### config.mk
export PLATFORM = sky130hd
export DESIGN_NAME = mod_n_counter
export DESIGN_NICKNAME = d
export VERILOG_FILES = /design/src/rtl/mod_n_counter.sv
export SDC_FILE = /design/constraint.sdc
export NUM_CORES = 1
export LEC_CHECK = 0
export ABC_CLOCK_PERIOD_IN_PS = 2260
export BUFFER_PORTS_ARGS = -buffer_cell sky130_fd_sc_hd__buf_4
export CELL_PAD_IN_SITES_DETAIL_PLACEMENT = 1
export CELL_PAD_IN_SITES_GLOBAL_PLACEMENT = 1
export CORE_AREA = 2 2 39 41
export CTS_CLUSTER_DIAMETER = 150
export DETAILED_ROUTE_END_ITERATION = 8
export DIE_AREA = 0 0 41 43
export PLACE_DENSITY_LB_ADDON = 0.1
export SYNTH_ARGS = -nofsm -noshare
export SYNTH_HDL_FRONTEND = slang
export SYNTH_SLANG_ARGS = --single-unit
### constraint.sdc
create_clock -name clk -period 2.26 [get_ports clk]
set_clock_uncertainty 0.15 [all_clocks]
set_input_delay 0.113 -clock clk [delete_from_list [all_inputs] [get_ports clk]]
set_output_delay 0.113 -clock clk [all_outputs]
set_load 0.02 [all_outputs]
### src/rtl/mod_n_counter.sv
// Modulo-N up/down counter with clear, clamped load, wrap or saturate at the
// bounds, a registered one-cycle carry flag and a combinational terminal count.
module mod_n_counter #(
  parameter int WIDTH    = 4,
  parameter int MODULUS  = 14,
  parameter int SATURATE = 0
) (
  input  logic             clk,
  input  logic             rst,
  input  logic             clear,
  input  logic             load,
  input  logic [WIDTH-1:0] load_value,
  input  logic             count_enable,
  input  logic             up_down,
  output logic [WIDTH-1:0] count,
  output logic             carry_out,
  output logic             tc,
  output logic             zero
);

  localparam logic [WIDTH-1:0] MAX_COUNT = WIDTH'(MODULUS - 1);

  logic at_top;
  logic at_bottom;
  logic [WIDTH-1:0] load_clamped;

  assign at_top    = (count == MAX_COUNT);
  assign at_bottom = (count == '0);

  // Comparing against MAX_COUNT rather than MODULUS keeps this correct when
  // MODULUS == 2**WIDTH and MODULUS itself does not fit in WIDTH bits.
  assign load_clamped = (load_value > MAX_COUNT) ? MAX_COUNT : load_value;

  always_ff @(posedge clk) begin
    if (rst) begin
      count     <= '0;
      carry_out <= 1'b0;
    end else if (clear) begin
      count     <= '0;
      carry_out <= 1'b0;
    end else if (load) begin
      count     <= load_clamped;
      carry_out <= 1'b0;
    end else if (count_enable) begin
      if (up_down) begin
        if (at_top) begin
          if (SATURATE == 0) count <= '0;
          carry_out <= 1'b1;
        end else begin
          count     <= count + WIDTH'(1);
          carry_out <= 1'b0;
        end
      end else begin
        if (at_bottom) begin
          if (SATURATE == 0) count <= MAX_COUNT;
          carry_out <= 1'b1;
        end else begin
          count     <= count - WIDTH'(1);
          carry_out <= 1'b0;
        end
      end
    end else begin
      carry_out <= 1'b0;
    end
  end

  // Terminal count looks only at enable/direction, so a cascade sees it even
  // in a cycle where clear or load takes priority locally.
  assign tc   = count_enable & ((up_down & at_top) | (~up_down & at_bottom));
  assign zero = at_bottom;

endmodule
==> results.yml <==
outcome:
  status: "completed"
global_route:
  grt.met2_usage_pct: 24.4
  grtUsageTotal_pct: 15.7
  met3_usage_pct: 7.85
  grt_overflow: 0
  use_met1_pct: 19.6
  first_global_vias: 439
  grt_first_pass_wirelength_um: 1880
  grt_max_degree: 13
  busiest_layer: "met2"
  antenna_found_initial: 0
flow_run:
  cap_viol_max_count: 0
timing:
  rsz0062_at_grt: "no"
  setup_viol: 0
  final.setup.tns_ns: 0
  drv_slew: 0
  worst_slew_pin_slew_ns: 0.397
  layout_min_cycle_time_ns: 1.73
  hold_slack_ns: 0.0342
  hold_viol: 0
  period_share_pct: 76.5
  slew_headroom_pct: 73.5
  fmax_mhz: 578
clock_network:
  htree_levels: 1
  cts_resized: 0
  clk-insertion-delay-late_ns: 0.24
  cts_buffer_depth: 2
  root_buffer: "clkbuf_4"
  cts_hold_buffers: 1
  cts.sinks: 5
  tritoncts: "yes"
  clk_pin_slew_ns: 0.04
  numCtsBuffers: 3
  cts_setup_buffers: 0
detailed_routing:
  drc: 0
  wire_per_inst_um: 13.3
  routed_wl_um: 1070
  dr.pass1.iters: 4
  viasPerCell: 5.20
  drtIter0Drc: 3
  vias: 416
  postRouteAntennaNets: 0
layout:
  fillCellCount: 167
  multi_input_area_sq_um: 254
  drive_gt1_share_pct: 40.6
  area_growth_pct: 36.6
  layout_commonest_cell: "buf_4"
  layout.nets: 75
  layout_common_cells: "buf_4 (16), dfxtp_1 (5), a21oi_1 (4), nand2_1 (4)"
  final_cell_area_sq_um: 542
  diodes: 0
  seq_area_sq_um: 100
worst_hold_path:
  hp-class: "input port to flop"
  holdPathEnd: "count[2]"
  hold_path_depth: 3
  hp-start: "load_value[2]"
placement:
  place_area_sq_um: 505
  dp_hpwl_um: 835
  gp_congestion: 0.694
  io_buffers: 16
synth:
  syn_area_per_cell_sq_um: 8.44
  yosysSeqAreaShare_pct: 25.2
  synth_nets: 57
  synth.top_cell.area_share_pct: 25.2
  ys_types: 28
  synth_largest_area_cell: "dfxtp_1"
  yosysWarnings: 0
  syn_area_sq_um: 397
  synthCells: 47
  yosys-top-cells-area: "dfxtp_1 (25%), buf_6 (5.7%), a21oi_1 (5.0%)"
  ys_ff_latch: 5
power_and_ir_drop:
  powerDensity_nw_per_um2: 515
  power.share.sequential_pct: 36.9
  swShare_pct: 29.8
  combPwrFrac_pct: 26.3
  p_leak_nw: 0.225
  p_int_mw: 0.196
  p_clk_share_pct: 36.8
  switchingPower_mw: 0.0831
  peakVddDrop_mv: 0.224
critical_path:
  timing.rr.end: "count[3]"
  cp_data_arrival_time_ns: 1.47
  r2r_cells: 4
  reg2reg_slack_ns: 0.70
  r2r-start: "count[2]"
  endpoint_kind: "primary output"
  required_ns: 2.00
  critPathKind: "flop to primary output"
  worstPathMaxFanout: 12
  worstSetupStartpointType: "flop"
floorplan:
  fp.dieH_um: 43
  pin_count: 17
  num_rows: 14
  design.die.area_sq_um: 1760
  start_util_pct: 28.7
  die_width_um: 41
  coreArea_sq_um: 1380
-- cells in the mapped netlist --
cell type	n
nor2b_1	1
o311ai_1	1
dfxtp_1	5
o21ai_0	3
a311oi_1	1
nand2b_1	1
buf_2	1
a21oi_1	4
buf_6	2
and3_4	1
a221oi_1	2
nand2_1	4
nor4_2	1
a211oi_1	1
xnor2_1	2
a221oi_2	1
inv_1	3
nor3_1	2
nor2b_2	1
clkbuf_1	1
nor4_1	1
a2111oi_2	1
or2_2	1
o211ai_1	1
and3b_1	1
nor3b_2	1
and4b_1	1
nor2_1	2
-- cell type report --
| type | instances | area share, % |
|---|---|---|
| clock buffers | 4 | 4.85 |
| well taps | 16 | 3.70 |
| repair buffers | 17 | 24.0 |
| inverters | 3 | 2.08 |
| multi-input cells | 35 | 46.9 |
| flip-flops and latches | 5 | 18.5 |
-- kinds of logic after synthesis --
logic type      count (synthesis)  share of synthesized area, %
simple gates                   18                          30.6
xor+xnor                        2                          4.42
buf+inv                         7                          10.7
compound gates                 15                          29.0
flops                           5                          25.2
-- worst max path at each step --
stage,start,to,slack [ns]
final,count[2],tc,0.53
after floorplan,count[2],carry_out,0.67
after CTS,count[2],tc,0.52
after detailed placement,count[2],count[3],0.71
after global routing,count[2],tc,0.42
after global placement,count[2],count[3],0.74
-- state kept, by name, summed over array words and instances, names as in the netlist --
name,cells
count,4
carry_out,1
-- critical path, stage by stage, from the launching register on --
cell     delay (ns)
dfxtp_1        0.42
nor4_2         0.43
a21oi_1        0.09
nor2b_2        0.14
buf_4          0.15
-- metal layers --
layer / vias up / share of wire (%) / wire length (um)
met1: 195 / 44 / 473
li1: 210 / - / -
met3: 0 / 3.8 / 40
met2: 11 / 52 / 551
met5: - / 0 / 0
met4: 0 / 0 / 0
-- power by group through the flow --
stage	logic, mW	clock network (mW)	registers (mW)
5_1_grt	0.0810	0.114	0.105
6_report	0.0733	0.103	0.103
3_3_place_gp	0.0734	0	0.104
3_5_place_dp	0.0727	0	0.105
2_1_floorplan	0.0456	0	0.102
4_1_cts	0.0742	0.109	0.103
-- through the flow --
step,cells,utilization [%],setup slack (ns),power (mW)
final,80,39.2,0.531,0.279
after global routing,80,39.2,0.419,0.300
after CTS,80,39.2,0.521,0.286
after detailed placement,75,36.5,0.714,0.177
after global placement,75,36.5,0.745,0.178
after floorplan,47,-,0.673,0.148
Power figures use the tool's default switching activity.
